### config.mk
export PLATFORM = sky130hd
export DESIGN_NAME = afifo_rd_ptr_ctrl
export DESIGN_NICKNAME = d
export VERILOG_FILES = /design/src/rtl/afifo_rd_ptr_ctrl.sv
export SDC_FILE = /design/constraint.sdc
export NUM_CORES = 1
export LEC_CHECK = 0
export ABC_CLOCK_PERIOD_IN_PS = 7100
export CAP_MARGIN = 15
export CORE_ASPECT_RATIO = 0.5
export CORE_UTILIZATION = 35
export CTS_BUF_LIST = sky130_fd_sc_hd__clkbuf_16
export CTS_CLUSTER_SIZE = 16
export DETAILED_ROUTE_END_ITERATION = 8
export PLACE_DENSITY_LB_ADDON = 0.15
export SLEW_MARGIN = 20
export SYNTH_ARGS = -nofsm -noshare
export SYNTH_HDL_FRONTEND = slang
export SYNTH_SLANG_ARGS = --single-unit
### constraint.sdc
create_clock -name clk -period 7.1 [get_ports clk]
set_clock_uncertainty 0.2 [all_clocks]
set_input_delay 1.42 -clock clk [delete_from_list [all_inputs] [get_ports clk]]
set_output_delay 1.42 -clock clk [all_outputs]
set_load 0.005 [all_outputs]
### src/rtl/afifo_rd_ptr_ctrl.sv
// afifo_rd_ptr_ctrl
//   Read-side pointer / empty controller of the asynchronous FIFO.
//   Brings the write-domain gray pointer across into clk, converts it to
//   binary, keeps the local read pointer, and derives empty, fill count and
//   underflow. The gray read pointer is published back to the write domain.
//
// Parameters
//   ADDR_WIDTH          memory address width; pointers are ADDR_WIDTH+1 bits
//   SYNC_STAGES         flops on wr_ptr_gray_i (2..4)
//   ALMOST_EMPTY_THRESH almost_empty_o threshold (optional feature only)
//
// Ports
//   clk            read-domain clock
//   rst_n          async active-low reset
//   rd_en_i        read request
//   wr_ptr_gray_i  gray write pointer, asynchronous to clk
//   rd_ptr_gray_o  registered gray read pointer to the write domain
//   rd_addr_o      memory read address (low bits of binary read pointer)
//   empty_o        registered empty flag
//   count_o        registered fill level, 0..2^ADDR_WIDTH
//   underflow_o    one-cycle pulse on a read request while empty
//   almost_empty_o registered, only when AFIFO_ALMOST_EMPTY_EN is defined
//
// Build option
//   AFIFO_ALMOST_EMPTY_EN  adds almost_empty_o (fill <= ALMOST_EMPTY_THRESH)
module afifo_rd_ptr_ctrl #(
  parameter int ADDR_WIDTH          = 4,
  parameter int SYNC_STAGES         = 2,
  parameter int ALMOST_EMPTY_THRESH = 2
) (
  input  logic                  clk,
  input  logic                  rst_n,
  input  logic                  rd_en_i,
  input  logic [ADDR_WIDTH:0]   wr_ptr_gray_i,
  output logic [ADDR_WIDTH:0]   rd_ptr_gray_o,
  output logic [ADDR_WIDTH-1:0] rd_addr_o,
  output logic                  empty_o,
  output logic [ADDR_WIDTH:0]   count_o,
  output logic                  underflow_o
`ifdef AFIFO_ALMOST_EMPTY_EN
  ,
  output logic                  almost_empty_o
`endif
);

  localparam int PW = ADDR_WIDTH + 1;

  function automatic logic [PW-1:0] gray2bin(input logic [PW-1:0] g);
    logic [PW-1:0] b;
    b[PW-1] = g[PW-1];
    for (int i = PW - 2; i >= 0; i--) b[i] = b[i+1] ^ g[i];
    return b;
  endfunction

  // Plain flop chain: nothing may sit between stages or the metastability
  // settling time is eaten.
  logic [SYNC_STAGES-1:0][PW-1:0] sync_q;
  logic [PW-1:0] wr_gray_sync, wr_bin_sync;

  logic [PW-1:0] rd_bin_q, rd_bin_d;
  logic [PW-1:0] rd_gray_q, rd_gray_d;
  logic [PW-1:0] count_q, count_d;
  logic          empty_q, empty_d;
  logic          underflow_q, underflow_d;
  logic          rd_fire;

  assign wr_gray_sync = sync_q[SYNC_STAGES-1];
  assign wr_bin_sync  = gray2bin(wr_gray_sync);

  // Gating on the registered empty keeps rd_fire off any long comb path
  // back through the synchronised pointer compare.
  assign rd_fire = rd_en_i & ~empty_q;

  always_comb begin
    rd_bin_d    = rd_bin_q + {{ADDR_WIDTH{1'b0}}, rd_fire};
    rd_gray_d   = rd_bin_d ^ (rd_bin_d >> 1);
    // Empty uses the next pointer so the last-entry read raises empty on the
    // same edge the pointer advances; a full-width gray compare also tells
    // empty (MSB equal) apart from full (MSB different).
    empty_d     = (rd_gray_d == wr_gray_sync);
    count_d     = wr_bin_sync - rd_bin_d;
    underflow_d = rd_en_i & empty_q;
  end

  always_ff @(posedge clk or negedge rst_n) begin
    if (!rst_n) begin
      sync_q      <= '0;
      rd_bin_q    <= '0;
      rd_gray_q   <= '0;
      empty_q     <= 1'b1;
      count_q     <= '0;
      underflow_q <= 1'b0;
    end else begin
      sync_q[0] <= wr_ptr_gray_i;
      for (int i = 1; i < SYNC_STAGES; i++) sync_q[i] <= sync_q[i-1];
      rd_bin_q    <= rd_bin_d;
      rd_gray_q   <= rd_gray_d;
      empty_q     <= empty_d;
      count_q     <= count_d;
      underflow_q <= underflow_d;
    end
  end

  assign rd_ptr_gray_o = rd_gray_q;
  assign rd_addr_o     = rd_bin_q[ADDR_WIDTH-1:0];
  assign empty_o       = empty_q;
  assign count_o       = count_q;
  assign underflow_o   = underflow_q;

`ifdef AFIFO_ALMOST_EMPTY_EN
  localparam logic [PW-1:0] AE_THRESH = PW'(ALMOST_EMPTY_THRESH);

  logic almost_empty_q;

  always_ff @(posedge clk or negedge rst_n) begin
    if (!rst_n) almost_empty_q <= 1'b1;
    else        almost_empty_q <= (count_d <= AE_THRESH);
  end

  assign almost_empty_o = almost_empty_q;
`else
  // Threshold has no consumer in this build.
  logic [31:0] unused_ae_thresh;
  assign unused_ae_thresh = 32'(ALMOST_EMPTY_THRESH);
`endif

endmodule

======== Word-level counts from Yosys, hierarchy flattened ========
Index checks and enable logic that the tools add are counted.
cells by class
  add/sub/neg operators ................... 2
  equal/unequal tests ..................... 1
  bitwise gates (word level) .............. 8
operators by type and width
  operator                    count
  adder 5 x 1 -> 5 bit        1
  equality test 5 bit         1
  subtractor 5 bit            1
  bitwise XOR 5 x 4 -> 5 bit  1
  bitwise XOR 1 bit           4
  bitwise AND 1 bit           2
  inverter 1 bit              1
word-level totals
  register bits after elaboration ......... 27
  bits of input ports ..................... 8
  output and inout port bits .............. 16
  logic and storage cells ................. 18

======== Longest topological paths before layout ========
Gate-level depths: netlist (run 1).
  word-level depth ........................ 5
  depth in mapped cells ................... 10
  mapped depth without buffers ............ 10

======== Worst setup path before layout (run 1) ========
No wires, ideal clock.
  kind .................................... input port to flip-flop
  start point ............................. input rd_en_i
  end point ............................... register count_q[4], in the netlist count_o[4]
  library setup time ...................... 126 ps
  data arrival time ....................... 3185 ps
  required time ........................... 6774 ps
  slack ................................... 3589 ps
  cell stages on the path ................. 9
  path buffers ............................ 0
  cells stage by stage .................... nor2b_1 -> ha_1 -> ha_1 -> xor2_2 -> inv_1 -> ha_1 -> a21oi_1 -> maj3_1 -> xnor2_1
on the way
  longest elaborated chain between the ends .. 3
ends and longest elaborated chain
  what                    line  text
  start: declaration      33    input logic rd_en_i,
  bitwise AND 1 bit       72    assign rd_fire = rd_en_i & ~empty_q;
  adder 5 x 1 -> 5 bit    75    rd_bin_d = rd_bin_q + {{ADDR_WIDTH{1'b0}}, rd_fire};
  net rd_bin_d[2]         60    logic [PW-1:0] rd_bin_q, rd_bin_d;
  subtractor 5 bit        81    count_d = wr_bin_sync - rd_bin_d;
  net count_d[4]          62    logic [PW-1:0] count_q, count_d;
  end signal: assignment  99    count_q <= count_d;
  end: declaration        62
The timed path passes the listed nets, and every way through them passes these cells.

======== Final worst setup path (run 1) ========
Same ends and word-level chain as after synthesis.

==> flow_summary.ini, run 1 <==
[global_route]
grt_max_degree = 27
grt_pass1_wl_um = 2829
track_usage = 0.1178
antenna_found_initial = 0
grt.overflow.total = 0
grt_pass1_vias = 622

[clock_network]
clkSinkCount = 26
clkSlewWorstSetupHoldPaths_ps = 60
cts_made_buffers = 3
ctsResizeCount = 0
postCtsHoldBufs = 0
clk_path_buf_depth = 2
cts_setup_buffers = 0
insertion_delay_ps = 250
htree_levels = 1
clockRootBuffer = clkbuf_16
cts_tree = yes

[power_and_ir_drop]
pwr-share-comb = 0.493
p_per_area_nw_per_um2 = 480.7
p_sw_frac = 0.3279
internal_power_mw = 0.4730
static-leakage-power_nw = 0.6527
seq_power_share = 0.336
ir_drop_mv = 0.1864
p_clk_frac = 0.171
p_switching_mw = 0.2307

[timing]
fin_crit_ps = 3904
final_hold_viol_count = 0
hold_ws_ps = 147.5
slew_headroom = 0.6373
tns_ps = 0
rsz0062_at_grt = false
fmax_mhz = 256.1
finalMaxSlewViolations = 0
worst_pin_slew_ps = 544.0
setup_viol = 0
period_share = 0.5499

[critical_path]
rr_worst_depth = 10
arrival_ps = 3840
critPathRequiredTime_ps = 7030
path_class = in -> reg
critPathCaptureType = flip-flop
rrSetupSlack_ps = 4320
cpMostUsedCell = ha_1
cp_slowest_cell = clkdlybuf4s50_1
r2r_end = count_o[4]
worst_path_largest_cell_delay_ps = 480
worst_setup_path_start_kind = input port
critical_path.cell_chain = clkdlybuf4s50_1 > nor2b_1 > ha_1 > ha_1 > xor2_2 > inv_1 > ha_1 > a21oi_1 > maj3_1 > xnor2_1
timing.rr.start = wr_gray_sync[4]
worst-path-max-fanout = 5

[floorplan]
fp.dieH_um = 42.02
coreArea_um2 = 3030
die_x_um = 82.04
die_area_um2 = 3447
floorplan.initialDensity = 0.3699
pin_count = 24
num_rows = 14

[synthesis]
synthesis.area_um2 = 1121
yosysWarningCount = 0
synth_seq_cells = 26
synth_area_per_cell_um2 = 14.19
yosysUniqueCellTypes = 24
yosysSeqAreaShare = 0.5815
netlist_instances = 79
syn_nets = 93

[hold_path]
hold_path_class = reg -> reg
min_path_cells = 0
min_to = wr_gray_sync[4]
hp-start = sync_q[4]

[route]
drt-initial-drc-count = 27
wl_per_cell_um = 11.57
vias = 618
dr.pass1.iters = 2
drc = 0
routed_wl_um = 1678
via_per_inst = 4.262
ant_nets = 0

[placement]
port_buffers = 23
gp_congestion = 0.7648
place.detailed.hpwl_um = 1355

[run_status]
outcome = complete, no violations

[layout]
fin_nets = 120
n_antenna_cell = 0
drive_gt1_frac = 0.09524
fillers = 279
area_delta_synth_final_pct = 30.58

[run]
cap_violations = 0
==> Yosys cell counts (all sizes together) <==
cell    count  share of area
o211a       1         0.0089
buf         1          0.010
a21oi       2         0.0089
a21o        1         0.0067
a22oi       1          0.011
nand3b      1         0.0067
and4b       1         0.0089
mux2i       1         0.0089
dfrtp      25           0.56
nand3       2         0.0089
xor2       11          0.093
fa          1          0.018
nor2b       1         0.0056
maj3        1         0.0089
xnor2      12           0.11
dfstp       1          0.023
inv         5          0.017
a21boi      1         0.0067
nand2b      1         0.0056
and2        1         0.0056
nand2       3          0.010
ha          5          0.056
==> critical path: cells and delay by family <==
kind | cells | cell delay [ps]
AND/OR/NAND/NOR | 1 | 130
AO/OA/AOI/OAI | 1 | 80
XOR/XNOR | 2 | 390
buffers and inverters | 2 | 580
adder cells (fa/ha/maj) | 4 | 1230
==> cells in the final DEF, fill, tap and decap left out, types with 2 or more instances in the layout <==
cell type and instances:
dfrtp_1 25, clkdlybuf4s50_1 22, xor2_1 10, xnor2_1 9
inv_1 5, ha_1 5, xnor2_2 3, nand2_1 3
clkbuf_16 3, a21oi_1 2, nand3_1 2
==> area by class of cell <==
cell class,instances,area (um2),area share
inverters,5,18.77,0.01282
clock buffers,3,75.07,0.05128
clock inverters,1,3.754,0.002564
flip-flops and latches,26,651.9,0.4453
repair buffers,23,225.2,0.1538
multi-input cells,47,439.2,0.3000
well taps,40,50.05,0.03419
==> kinds of logic (layout without fill, tap and decap cells) <==
family / count (synthesis) / in the layout / share of synthesized area
xor gates and xnor gates: 23 / 23 / 0.2065
muxes: 1 / 1 / 0.008929
adders and majority gates: 7 / 7 / 0.08259
DFF: 26 / 26 / 0.5815
buffers and inverters: 6 / 32 / 0.02679
and+or+nand+nor: 10 / 10 / 0.05135
AOI/OAI and AO/OA: 6 / 6 / 0.04241
==> per-stage QoR <==
step / power (mW) / utilization / std cells / area, um2 / worst slack (ps)
final: 0.7037 / 0.4831 / 145 / 1464 / 3196
after CTS: 0.7163 / 0.4847 / 145 / 1469 / 3181
after floorplan: 0.4587 / - / 79 / 1121 / 3589
after detailed placement: 0.5933 / 0.4587 / 141 / 1390 / 2909
after global placement: 0.5810 / 0.4587 / 141 / 1390 / 2985
after global routing: 0.7674 / 0.4831 / 145 / 1464 / 3038
==> worst max path at each step <==
stage | from | to | slack (ps) | cells past startpoint
2_1_floorplan | rd_en_i | count_o[4] | 3590 | 9
3_3_place_gp | rd_en_i | count_o[4] | 2990 | 10
3_5_place_dp | rd_en_i | count_o[4] | 2910 | 10
4_1_cts | rd_en_i | count_o[4] | 3180 | 10
5_1_grt | rd_en_i | count_o[4] | 3040 | 10
6_report | rd_en_i | count_o[4] | 3200 | 10
==> sequential cells by signal (all words and copies together), names as in the netlist <==
register,cells
count_o,5
empty_o,1
rd_bin_q,5
rd_ptr_gray_o,4
sync_q,5
underflow_o,1
wr_gray_sync,5
==> power by group through the flow <==
stage                     Sequential, mW  Clock, mW  Combinational, mW
after floorplan                    0.237          0              0.222
after global placement             0.237          0              0.344
after detailed placement           0.240          0              0.353
after CTS                          0.238      0.124              0.354
after global routing               0.242      0.133              0.392
final                              0.237      0.120              0.347
==> routing by layer <==
layer / track usage / up-vias / routed length [um]
met3: 0.05217 / 4 / 122
met2: 0.1686 / 22 / 709
met5: 0 / - / 0
met4: 0.03158 / 0 / 27
li1: - / 304 / -
met1: 0.1624 / 288 / 819
Power figures use the tool's default switching activity.
==> inputs of run 2 (changes only) <==
- ABC_CLOCK_PERIOD_IN_PS: 7100 -> 3850
- clock period: 7.1 -> 3.85 ns (I/O delays scaled with it)
==> flow_summary.ini, run 2 (synthesis gave the netlist of run 1 again) <==
[layout]
area_delta_synth_final_pct = 34.04
final_cell_mix = dfrtp_1, clkdlybuf4s50_1, xor2_1, xnor2_1
drive_gt1_frac = 0.1038
final_design_area_no_fill_um2 = 1503
fin_nets = 121
final_common_cell = dfrtp_1
fillers = 267
fin_util = 0.4959
n_antenna_cell = 0

[global_route]
grt.overflow.total = 0
grt_max_degree = 27
antenna_found_initial = 0
grt_pass1_vias = 662
use_met2 = 0.1802
top_usage_layer = met2
grt_use_met3 = 0.05652
grt_pass1_wl_um = 2856
track_usage = 0.1181
grt_use_met1 = 0.1459

[power_and_ir_drop]
p_per_area_nw_per_um2 = 915.2
power_mw = 1.375
ir_drop_mv = 0.2901
static-leakage-power_nw = 0.6700

[floorplan]
coreArea_um2 = 3030
die_area_um2 = 3447
floorplan.initialDensity = 0.3699
fp.dieH_um = 42.02
num_rows = 14
die_x_um = 82.04
pin_count = 24

[clock_network]
postCtsHoldBufs = 0
cts_tree = yes
clkSlewWorstSetupHoldPaths_ps = 60
htree_levels = 1
cts_made_buffers = 3
insertion_delay_ps = 260
ctsResizeCount = 0
clk_path_buf_depth = 2
clkSinkCount = 26
clockRootBuffer = clkbuf_16
cts_setup_buffers = 0

[timing]
period_share = 0.8580
slew_headroom = 0.7587
rsz0062_at_grt = false
fmax_mhz = 302.7
setup_slack_ps = 546.6
finalMaxSlewViolations = 0
tns_ps = 0
fin_crit_ps = 3303
final_hold_viol_count = 0
worst_pin_slew_ps = 360.8
setup_viol = 0

[route]
wl_per_cell_um = 11.72
via_per_inst = 4.267
dr.pass1.iters = 2
routed_wl_um = 1711
drc = 0
drt-initial-drc-count = 18
vias = 623
ant_nets = 0

[critical_path]
arrival_ps = 3240
critPathRequiredTime_ps = 3780
worst-path-max-fanout = 5
critPathCaptureType = flip-flop
worst_setup_path_start_kind = input port
path_class = in -> reg

[placement]
place.detailed.hpwl_um = 1288
gp_congestion = 0.7637
place_area_um2 = 1398
dp_slack_ps = 284.0
port_buffers = 23

[hold_path]
hold_path_class = reg -> reg

[run]
cap_violations = 0

[run_status]
outcome = complete, no violations
-- run 2: power breakdown --
| part | leakage [nW] | switching [mW] | total (mW) | internal, mW |
|---|---|---|---|---|
| clock | 0.0511 | 0.0901 | 0.297 | 0.207 |
| combinational | 0.314 | 0.279 | 0.642 | 0.362 |
| sequential | 0.305 | 0.0644 | 0.437 | 0.372 |
| total | 0.670 | 0.434 | 1.38 | 0.941 |
-- run 2: metal layers --
layer | vias up | wire [um]
met5 | - | 0
met2 | 22 | 749
met4 | 0 | 10
met3 | 4 | 133
li1 | 303 | -
met1 | 294 | 818
-- run 2: through the flow --
step           hold slack, ps  cells
2_1_floorplan           131.2     79
6_report                147.5    146
5_1_grt                 153.1    146
3_5_place_dp            134.7    142
3_3_place_gp            131.5    142
4_1_cts                 149.6    146
-- run 2: final timing paths --
path / start / endpoint / slack [ps] / cells after the start
setup / recovery: rd_en_i / count_o[4] / 550 / 10
hold / removal: sync_q[4] / wr_gray_sync[4] / 150 / 0
setup reg to reg: wr_gray_sync[4] / count_o[4] / 1080 / 10
hold reg to reg: sync_q[4] / wr_gray_sync[4] / 150 / 0
max in group asynchronous: rst_n / empty_o / 2480 / 2
min in group asynchronous: rst_n / sync_q[1] / 680 / 2
-- run 2: area by class of cell --
cell class              count  area [um2]  share of cell area
repair buffers             24       237.7              0.1582
multi-input cells          47       439.2              0.2923
clock buffers               3       75.07             0.04996
flip-flops and latches     26       651.9              0.4338
inverters                   5       18.77             0.01249
well taps                  40       50.05             0.03331
clock inverters             1       30.03             0.01998
-- run 2: worst max-delay path: stages --
cell,delay [ps]
clkdlybuf4s50_1,470
nor2b_1,140
ha_1,240
ha_1,330
xor2_2,260
inv_1,110
ha_1,340
a21oi_1,80
maj3_1,370
xnor2_1,140
==> inputs of run 3 (changes only) <==
- MAX_ROUTING_LAYER: default -> met4
- PLACE_DENSITY: default -> 0.62
- PLACE_DENSITY_LB_ADDON: 0.15 -> default
==> flow_summary.ini, run 3 (synthesis gave the netlist of run 1 again) <==
[timing]
hold_ws_ps = 147.6
final_hold_viol_count = 0
period_share = 0.8562
worst_pin_slew_ps = 353.6
setup_viol = 0
fin_crit_ps = 3296
slew_headroom = 0.7635
finalMaxSlewViolations = 0
tns_ps = 0
setup_slack_ps = 553.6
fmax_mhz = 303.4
rsz0062_at_grt = false

[hold_path]
hold_path_class = reg -> reg

[route]
wl_met1_um = 891
top_layer_used = met4
routed_wl_um = 1682
via_per_inst = 4.116
routed-wl-met2_um = 671
wl_met3_um = 95
wl_per_cell_um = 11.52
dr.pass1.iters = 4
ant_nets = 0
drc = 0
vias = 601
drt-initial-drc-count = 31

[layout]
drive_gt1_frac = 0.1038
area_delta_synth_final_pct = 34.04
final_cell_mix = dfrtp_1, clkdlybuf4s50_1, xor2_1, xnor2_1
fillers = 276
final_common_cell = dfrtp_1
final_cells = 146
fin_util = 0.4959
final_design_area_no_fill_um2 = 1503
fin_nets = 121
n_antenna_cell = 0

[clock_network]
clk_path_buf_depth = 2
cts_made_buffers = 3
clkSlewWorstSetupHoldPaths_ps = 60
clkSinkCount = 26
htree_levels = 1
cts_tree = yes
cts_setup_buffers = 0
insertion_delay_ps = 260
clockRootBuffer = clkbuf_16
ctsResizeCount = 0
postCtsHoldBufs = 0

[critical_path]
cp_slowest_cell = clkdlybuf4s50_1
rr_worst_depth = 10
worst_path_largest_cell_delay_ps = 460
cpMostUsedCell = ha_1
crit_end = count_o[4]
timing.rr.start = wr_gray_sync[4]
critPathRequiredTime_ps = 3780
r2r_end = count_o[4]
rrSetupSlack_ps = 1060
critical_path.cell_chain = clkdlybuf4s50_1 > nor2b_1 > ha_1 > ha_1 > xor2_2 > inv_1 > ha_1 > a21oi_1 > maj3_1 > xnor2_1
critical_path_depth = 10
path_delay_family = adder cells
path_class = in -> reg
worst-path-max-fanout = 5
critPathCaptureType = flip-flop
arrival_ps = 3230
startpoint = rd_en_i
worst_setup_path_start_kind = input port
path_buf_inv = 2

[floorplan]
fp.dieH_um = 42.02
coreArea_um2 = 3030
num_rows = 14
pin_count = 24
floorplan.initialDensity = 0.3699
die_area_um2 = 3447
die_x_um = 82.04

[global_route]
grt_pass1_vias = 635
antenna_found_initial = 0
track_usage = 0.1266
grt_max_degree = 27
grt.overflow.total = 0
grt_pass1_wl_um = 2932

[power_and_ir_drop]
power_mw = 1.372
p_switching_mw = 0.4308
p_sw_frac = 0.3140
static-leakage-power_nw = 0.6700
p_clk_frac = 0.218
pwr-share-comb = 0.465
seq_power_share = 0.317
ir_drop_mv = 0.3453
internal_power_mw = 0.9411
p_per_area_nw_per_um2 = 912.9

[run]
cap_violations = 0

[placement]
dp.cells = 142
place.detailed.hpwl_um = 1214
place_area_um2 = 1398
dp_slack_ps = 291.9
gp_congestion = 0.7154
port_buffers = 23

[run_status]
outcome = complete, no violations
==> run 3: cell counts in the layout (fill, tap and decap cells not counted) <==
Identical to the previous run, type by type.
==> run 3: routing by layer <==
metal / vias up / track usage
met5: - / -
met4: 0 / 0.04211
met3: 4 / 0.05870
met2: 18 / 0.1587
met1: 273 / 0.1776
li1: 306 / -
==> run 3: area by class of cell <==
type                    count  area (um2)  share of cell area
inverters                   5       18.77             0.01249
clock buffers               3       75.07             0.04996
flip-flops and latches     26       651.9              0.4338
repair buffers             24       237.7              0.1582
clock inverters             1       30.03             0.01998
multi-input cells          47       439.2              0.2923
well taps                  40       50.05             0.03331
==> run 3: power by group through the flow <==
stage               combinational, mW  sequential (mW)  clock, mW
detailed placement              0.641            0.441          0
finish                          0.639            0.435      0.299
global route                    0.707            0.448      0.322
CTS                             0.649            0.437      0.307
global placement                0.641            0.440          0
floorplan                       0.409            0.437          0
==> run 3: how the worst min path moves through the flow <==
stage                   start               to  slack (ps)  depth (start not counted)
floorplan           sync_q[0]  wr_gray_sync[0]         130                          0
CTS                 sync_q[1]  wr_gray_sync[1]         150                          0
global placement    sync_q[2]  wr_gray_sync[2]         130                          0
global route        sync_q[1]  wr_gray_sync[1]         150                          0
finish              sync_q[1]  wr_gray_sync[1]         150                          0
detailed placement  sync_q[1]  wr_gray_sync[1]         130                          0
